==> src/rtl/core_pkg.sv <==
// Shared encodings for the core pipeline: forward-select codes and default register index width.
package core_pkg;

    localparam int unsigned REG_AW_DEF = 5;

    // E-stage operand select
    localparam logic [1:0] FWD_RF = 2'b00;
    localparam logic [1:0] FWD_W  = 2'b01;
    localparam logic [1:0] FWD_M  = 2'b10;

    // D-stage branch operand select
    localparam logic [1:0] BFWD_RF = 2'b00;
    localparam logic [1:0] BFWD_E  = 2'b01;
    localparam logic [1:0] BFWD_M  = 2'b10;
    localparam logic [1:0] BFWD_W  = 2'b11;

endpackage

==> src/rtl/reg_scoreboard.sv <==
// Pending-write bit vector for long-latency MDU results, plus the in-flight occupancy counter.
module reg_scoreboard import core_pkg::*; #(
    parameter int unsigned REG_AW    = REG_AW_DEF,
    parameter int unsigned MDU_DEPTH = 2,
    parameter int unsigned CNT_W     = 3
) (
    input  logic                   clk,
    input  logic                   rst_n,
    input  logic                   issue,
    input  logic                   set_en,
    input  logic [REG_AW-1:0]      set_idx,
    input  logic                   clr_en,
    input  logic [REG_AW-1:0]      clr_idx,
    output logic [2**REG_AW-1:0]   sb,
    output logic [CNT_W-1:0]       cnt
);

    logic [2**REG_AW-1:0] sb_d, sb_q;
    logic [CNT_W-1:0]     cnt_d, cnt_q;

    // Clear first so a same-index set in the same cycle wins.
    always_comb begin
        sb_d = sb_q;
        if (clr_en) sb_d[clr_idx] = 1'b0;
        if (set_en) sb_d[set_idx] = 1'b1;
        sb_d[0] = 1'b0;
    end

    always_comb begin
        cnt_d = cnt_q;
        unique case ({issue, clr_en})
            2'b10:   cnt_d = cnt_q + CNT_W'(1);
            2'b01:   cnt_d = cnt_q - CNT_W'(1);
            default: cnt_d = cnt_q;
        endcase
    end

    always_ff @(posedge clk or negedge rst_n) begin
        if (!rst_n) begin
            sb_q  <= '0;
            cnt_q <= '0;
        end else begin
            sb_q  <= sb_d;
            cnt_q <= cnt_d;
        end
    end

    assign sb  = sb_q;
    assign cnt = cnt_q;

    a_done_underflow: assert property (@(posedge clk) disable iff (!rst_n)
        !(clr_en && cnt_q == '0));
    a_issue_overflow: assert property (@(posedge clk) disable iff (!rst_n)
        !(issue && !clr_en && cnt_q == CNT_W'(MDU_DEPTH)));

endmodule

==> src/rtl/hazard_scoreboard_unit.sv <==
// Pipeline hazard unit: operand/branch forwarding, load and branch stalls, and MDU scoreboard stalls.
module hazard_scoreboard_unit import core_pkg::*; #(
    parameter int unsigned REG_AW    = REG_AW_DEF,
    parameter int unsigned MDU_DEPTH = 2,
    parameter int unsigned CNT_W     = 3
) (
    input  logic              clk,
    input  logic              rst_n,
    input  logic [REG_AW-1:0] rs1_D,
    input  logic [REG_AW-1:0] rs2_D,
    input  logic [REG_AW-1:0] rd_D,
    input  logic              mdu_op_D,
    input  logic              branch_D,
    input  logic [REG_AW-1:0] rs1_E,
    input  logic [REG_AW-1:0] rs2_E,
    input  logic [REG_AW-1:0] rd_E,
    input  logic              regwrite_E,
    input  logic              memtoreg_E,
    input  logic              mdu_op_E,
    input  logic [REG_AW-1:0] rd_M,
    input  logic              regwrite_M,
    input  logic              memtoreg_M,
    input  logic [REG_AW-1:0] rd_W,
    input  logic              regwrite_W,
    input  logic              mdu_done,
    input  logic [REG_AW-1:0] mdu_rd,
    output logic              StallF,
    output logic              StallD,
    output logic              FlushE,
    output logic [1:0]        ForwardAE,
    output logic [1:0]        ForwardBE,
    output logic [1:0]        BranchForwardAE,
    output logic [1:0]        BranchForwardBE,
    output logic              mdu_busy
);

    logic [2**REG_AW-1:0] sb;
    logic [CNT_W-1:0]     cnt;

    reg_scoreboard #(
        .REG_AW    (REG_AW),
        .MDU_DEPTH (MDU_DEPTH),
        .CNT_W     (CNT_W)
    ) u_sb (
        .clk     (clk),
        .rst_n   (rst_n),
        .issue   (mdu_op_E),
        .set_en  (mdu_op_E && rd_E != '0),
        .set_idx (rd_E),
        .clr_en  (mdu_done),
        .clr_idx (mdu_rd),
        .sb      (sb),
        .cnt     (cnt)
    );

    logic e_nz, m_nz, w_nz;
    logic e_src_hit, m_src_hit;
    logic m_fwd_ok, w_fwd_ok, e_bfwd_ok, m_bfwd_ok;
    logic load_use, load_branch, branch_alu, mdu_raw, mdu_waw, mdu_in_e, mdu_full;
    logic [CNT_W:0] occ;

    assign e_nz      = rd_E != '0;
    assign m_nz      = rd_M != '0;
    assign w_nz      = rd_W != '0;
    assign e_src_hit = rd_E == rs1_D || rd_E == rs2_D;
    assign m_src_hit = rd_M == rs1_D || rd_M == rs2_D;

    assign m_fwd_ok  = regwrite_M && !memtoreg_M && m_nz;
    assign w_fwd_ok  = regwrite_W && w_nz;
    assign e_bfwd_ok = regwrite_E && !memtoreg_E && !mdu_op_E && e_nz;
    assign m_bfwd_ok = m_fwd_ok;

    // Occupancy counts the op currently in E, which is not yet in cnt.
    assign occ = {1'b0, cnt} + (CNT_W + 1)'(mdu_op_E);

    assign load_use    = memtoreg_E && e_nz && e_src_hit;
    assign load_branch = branch_D && memtoreg_M && m_nz && m_src_hit;
    assign branch_alu  = branch_D && regwrite_E && !memtoreg_E && e_nz && e_src_hit;
    assign mdu_raw     = sb[rs1_D] || sb[rs2_D];
    assign mdu_waw     = sb[rd_D];
    assign mdu_in_e    = mdu_op_E && e_nz && (e_src_hit || rd_E == rd_D);
    assign mdu_full    = mdu_op_D && occ >= (CNT_W + 1)'(MDU_DEPTH);

    always_comb begin
        StallF = load_use || load_branch || branch_alu || mdu_raw || mdu_waw || mdu_in_e
              || mdu_full;
        StallD = StallF;
        FlushE = StallF;
    end

    always_comb begin
        ForwardAE = FWD_RF;
        ForwardBE = FWD_RF;
        if (m_fwd_ok && rd_M == rs1_E)      ForwardAE = FWD_M;
        else if (w_fwd_ok && rd_W == rs1_E) ForwardAE = FWD_W;
        if (m_fwd_ok && rd_M == rs2_E)      ForwardBE = FWD_M;
        else if (w_fwd_ok && rd_W == rs2_E) ForwardBE = FWD_W;
    end

    always_comb begin
        BranchForwardAE = BFWD_RF;
        BranchForwardBE = BFWD_RF;
        if (e_bfwd_ok && rd_E == rs1_D)      BranchForwardAE = BFWD_E;
        else if (m_bfwd_ok && rd_M == rs1_D) BranchForwardAE = BFWD_M;
        else if (w_fwd_ok && rd_W == rs1_D)  BranchForwardAE = BFWD_W;
        if (e_bfwd_ok && rd_E == rs2_D)      BranchForwardBE = BFWD_E;
        else if (m_bfwd_ok && rd_M == rs2_D) BranchForwardBE = BFWD_M;
        else if (w_fwd_ok && rd_W == rs2_D)  BranchForwardBE = BFWD_W;
    end

    assign mdu_busy = cnt != '0;

endmodule

==> config.mk <==
export PLATFORM = sky130hd
export DESIGN_NAME = hazard_scoreboard_unit
export DESIGN_NICKNAME = d
export VERILOG_FILES = /design/src/rtl/core_pkg.sv /design/src/rtl/reg_scoreboard.sv /design/src/rtl/hazard_scoreboard_unit.sv
export SDC_FILE = /design/constraint.sdc
export NUM_CORES = 1
export LEC_CHECK = 0
export CORE_ASPECT_RATIO = 1.75
export CORE_MARGIN = 3
export CORE_UTILIZATION = 53
export CTS_CLUSTER_SIZE = 14
export DETAILED_ROUTE_END_ITERATION = 12
export GPL_ROUTABILITY_DRIVEN = 0
export GPL_TIMING_DRIVEN = 0
export PLACE_DENSITY = 0.86
export RECOVER_POWER = 100
export SLEW_MARGIN = 20
export SYNTH_ARGS = -nofsm -noshare
export SYNTH_HDL_FRONTEND = slang
export SYNTH_SLANG_ARGS = --single-unit
==> constraint.sdc <==
create_clock -name clk -period 4.6 [get_ports clk]
set_input_delay 0.92 -clock clk [delete_from_list [all_inputs] [get_ports clk]]
set_output_delay 0.92 -clock clk [all_outputs]
set_load 0.02 [all_outputs]
==> reports/metrics.csv <==
metric;value;unit
RR Startpoint;u_sb.cnt[0];
RSZ-0062 raised after global routing;no;
DRT Wirelength;9.70;mm
total global-route track usage;28.8;%
vias in the first global route;3156;
I/O Pins;68;
setup skew after layout;0.000347;ns
Die Y;108;µm
internal power;0.733;mW
most frequent cells in the layout;o21ai_0, xor2_1, clkdlybuf4s50_1, dfrtp_1, xnor2_1;
post-synthesis xor/xnor area fraction;16.0;%
postcts setup bufs;0;
core area;5680;µm²
Root Buffer Master;clkbuf_8;
nets;456;
min cycle time layout;4.52;ns
Main synth FF type;dfrtp_1;
initial antenna violation count;0;
Hold Fails Final Rpt;0;
Sinks on Clock Net;34;
Diodes inserted;0;
Setup-failing EPs final;0;
placed instance area;3800;µm²
Worst Path Required;3.68;ns
TritonRoute pass-1 iters;5;
Worst slew margin;6.35;%
synthesized area per cell;9.40;µm²
number of H-tree levels;2;
via count;3018;
Simple-Gate Fraction of Synth Area;16.9;%
Flop pwr share;40.3;%
Final Non-Filler Cells;471;
DIE WIDTH;64.5;µm
gr ovfl total;0;
CTS tree;built;
std cell rows;36;
post-synthesis instance area;3180;µm²
YS warnings;0;
first-pass GRT wire length;15.3;mm
worst hold start;u_sb.cnt[2];
P_sw;0.414;mW
Clk pwr share;19.1;%
Clock transition at path regs;0.06;ns
Net Sw Frac;36.1;%
critical-path maximum fanout;4;
Synth Area in Adders;1.81;%
post-route design area;3840;µm²
area grow syn2layout;21.0;%
crit path launch type;input port;
crit path kind;input port to output pin;
Hold Crit Class;flop to flop;
Die Area;7000;µm²
Detailed Route Iter0 Violations;174;
Worst setup EP type;output pin;
number of synthesized flops with an enable pin;0;
pin count of the biggest net entering global routing;26;
Netlist cell types;40;
period utilization;98.3;%
vias per cell;6.41;
largest family of logic cells by synthesized area;multiplexers;
slew at the pin closest to its max-slew limit;1.40;ns
Peak Freq;0.221;GHz
status;complete, no violations;
Max Cap Viol;0;
Layout Utilization;67.7;%
register bit count reported by yosys;34;
Compound-Gate Fraction of Synth Area;13.5;%
DP Wirelength;7.60;mm
Clock Latency Late Sink;0.29;ns
Syn Inst Count;338;
Peak VDD IR;0.254;mV
Antenna Nets Post-Route;0;
# port buffers;50;
Logic pwr share;40.6;%
Placed Cells;465;
sequential-to-total area share from yosys stat;26.8;%
Num CTS Buffers;5;
Async S/R FF share, synth;100;%
syn nets;398;
drt wl/cell;20.6;µm
final hold slack;0.516;ns
Cell Pwr Density;298;nW/µm²
mux share of post-synthesis cell area;19.2;%
most common cell after layout, fill and taps aside;o21ai_0;
Critical Path Source;rd_E[2];
Tot Pwr;1.15;mW
Leak;1.48;nW
Initial Util;56.0;%
DRC;0;
fraction of final layout cells sized beyond drive strength 1;10.6;%
Critical Path AT;3.60;ns
Max clock buf depth;2;
Slew Viols, Final;0;
## kinds of logic after synthesis
group / Yosys count
AOI/OAI and AO/OA: 82
xor gates and xnor gates: 58
adders and majority gates: 4
buffers and inverters: 36
DFF: 34
muxes: 34
and+or+nand+nor: 90
## power groups by stage
stage	combinational (mW)	sequential, mW	clock, mW
4_1_cts	0.472	0.457	0.223
3_5_place_dp	0.475	0.462	0
6_report	0.466	0.462	0.219
3_3_place_gp	0.451	0.454	0
2_1_floorplan	0.330	0.431	0
5_1_grt	0.511	0.470	0.235
## through the flow
stage	setup slack, ns	TNS, ns
after floorplan	0.984	0
after global placement	-0.0499	-0.0998
after detailed placement	-0.0773	-0.145
after CTS	0.0783	0
after global routing	0.0723	0
final	0.0762	0
## cell usage after synthesis, types with 2 or more instances
library cell / instances / area, µm²
a21oi_1: 5 / 25.0
and2_1: 2 / 12.5
buf_2: 7 / 35.0
buf_4: 4 / 30.0
clkbuf_1: 14 / 52.6
clkbuf_8: 2 / 27.5
dfrtp_1: 34 / 851
ha_1: 3 / 37.5
inv_1: 7 / 26.3
mux2i_1: 14 / 140
mux4_1: 5 / 131
mux4_2: 15 / 338
nand2_1: 9 / 33.8
nand3_1: 15 / 75.1
nand3b_1: 12 / 90.1
nand4_1: 5 / 31.3
nor2_1: 13 / 48.8
nor3_1: 8 / 40.0
nor3b_1: 3 / 22.5
nor4_1: 5 / 31.3
nor4_2: 3 / 37.5
o21ai_0: 70 / 350
or3_1: 5 / 31.3
or3b_2: 4 / 35.0
or4_1: 3 / 22.5
xnor2_1: 24 / 210
xor2_1: 34 / 298
## timing repair
action                                  in CTS  in global routing
gates resized for setup                      3                  3
hold buffers                                 0                  0
cloned                                       0                  0
endpoints found under the setup margin       2                  1
## per-layer routing
metal	global-route usage (%)	up-vias	share of wire, %
met5	0	-	0
met4	17.4	0	4.5
met3	4.68	32	7.0
met2	53.3	173	54
met1	29.6	1460	34
li1	-	1353	-
## path summary, 6_finish.rpt
kind | end | slack [ns] | depth (start not counted)
max | StallD | 0.08 | 9
min | u_sb.cnt[2] | 0.52 | 1
max reg2reg | u_sb.cnt[2] | 3.19 | 5
min reg2reg | u_sb.cnt[2] | 0.52 | 1
max in group asynchronous | u_sb.sb[8] | 2.37 | 2
min in group asynchronous | u_sb.sb[17] | 0.56 | 1
## worst max-delay path, stage by stage
cell and delay, ns:
dlygate4sd3_1 0.54, or3_1 0.44, or3_1 0.42, nand4_1 0.13, o21ai_0 0.11, nor4_1 0.30, nand4_1 0.23, clkbuf_4 0.20
dlygate4sd2_1 0.31
## layout make-up
cell class	count	area, µm²
Tap cell	76	95.1
Fill cell	484	1830
Multi-Input combinational cell	268	2130
Inverter	7	26.3
Buffer	29	166
Sequential cell	34	851
Timing Repair Buffer	51	489
Clock buffer	6	82.6
## flip-flops by register name, summed over array words and instances, names as in the netlist
name / count
u_sb.sb: 31
u_sb.cnt: 3
No activity file was read; power rests on OpenSTA's default activity.
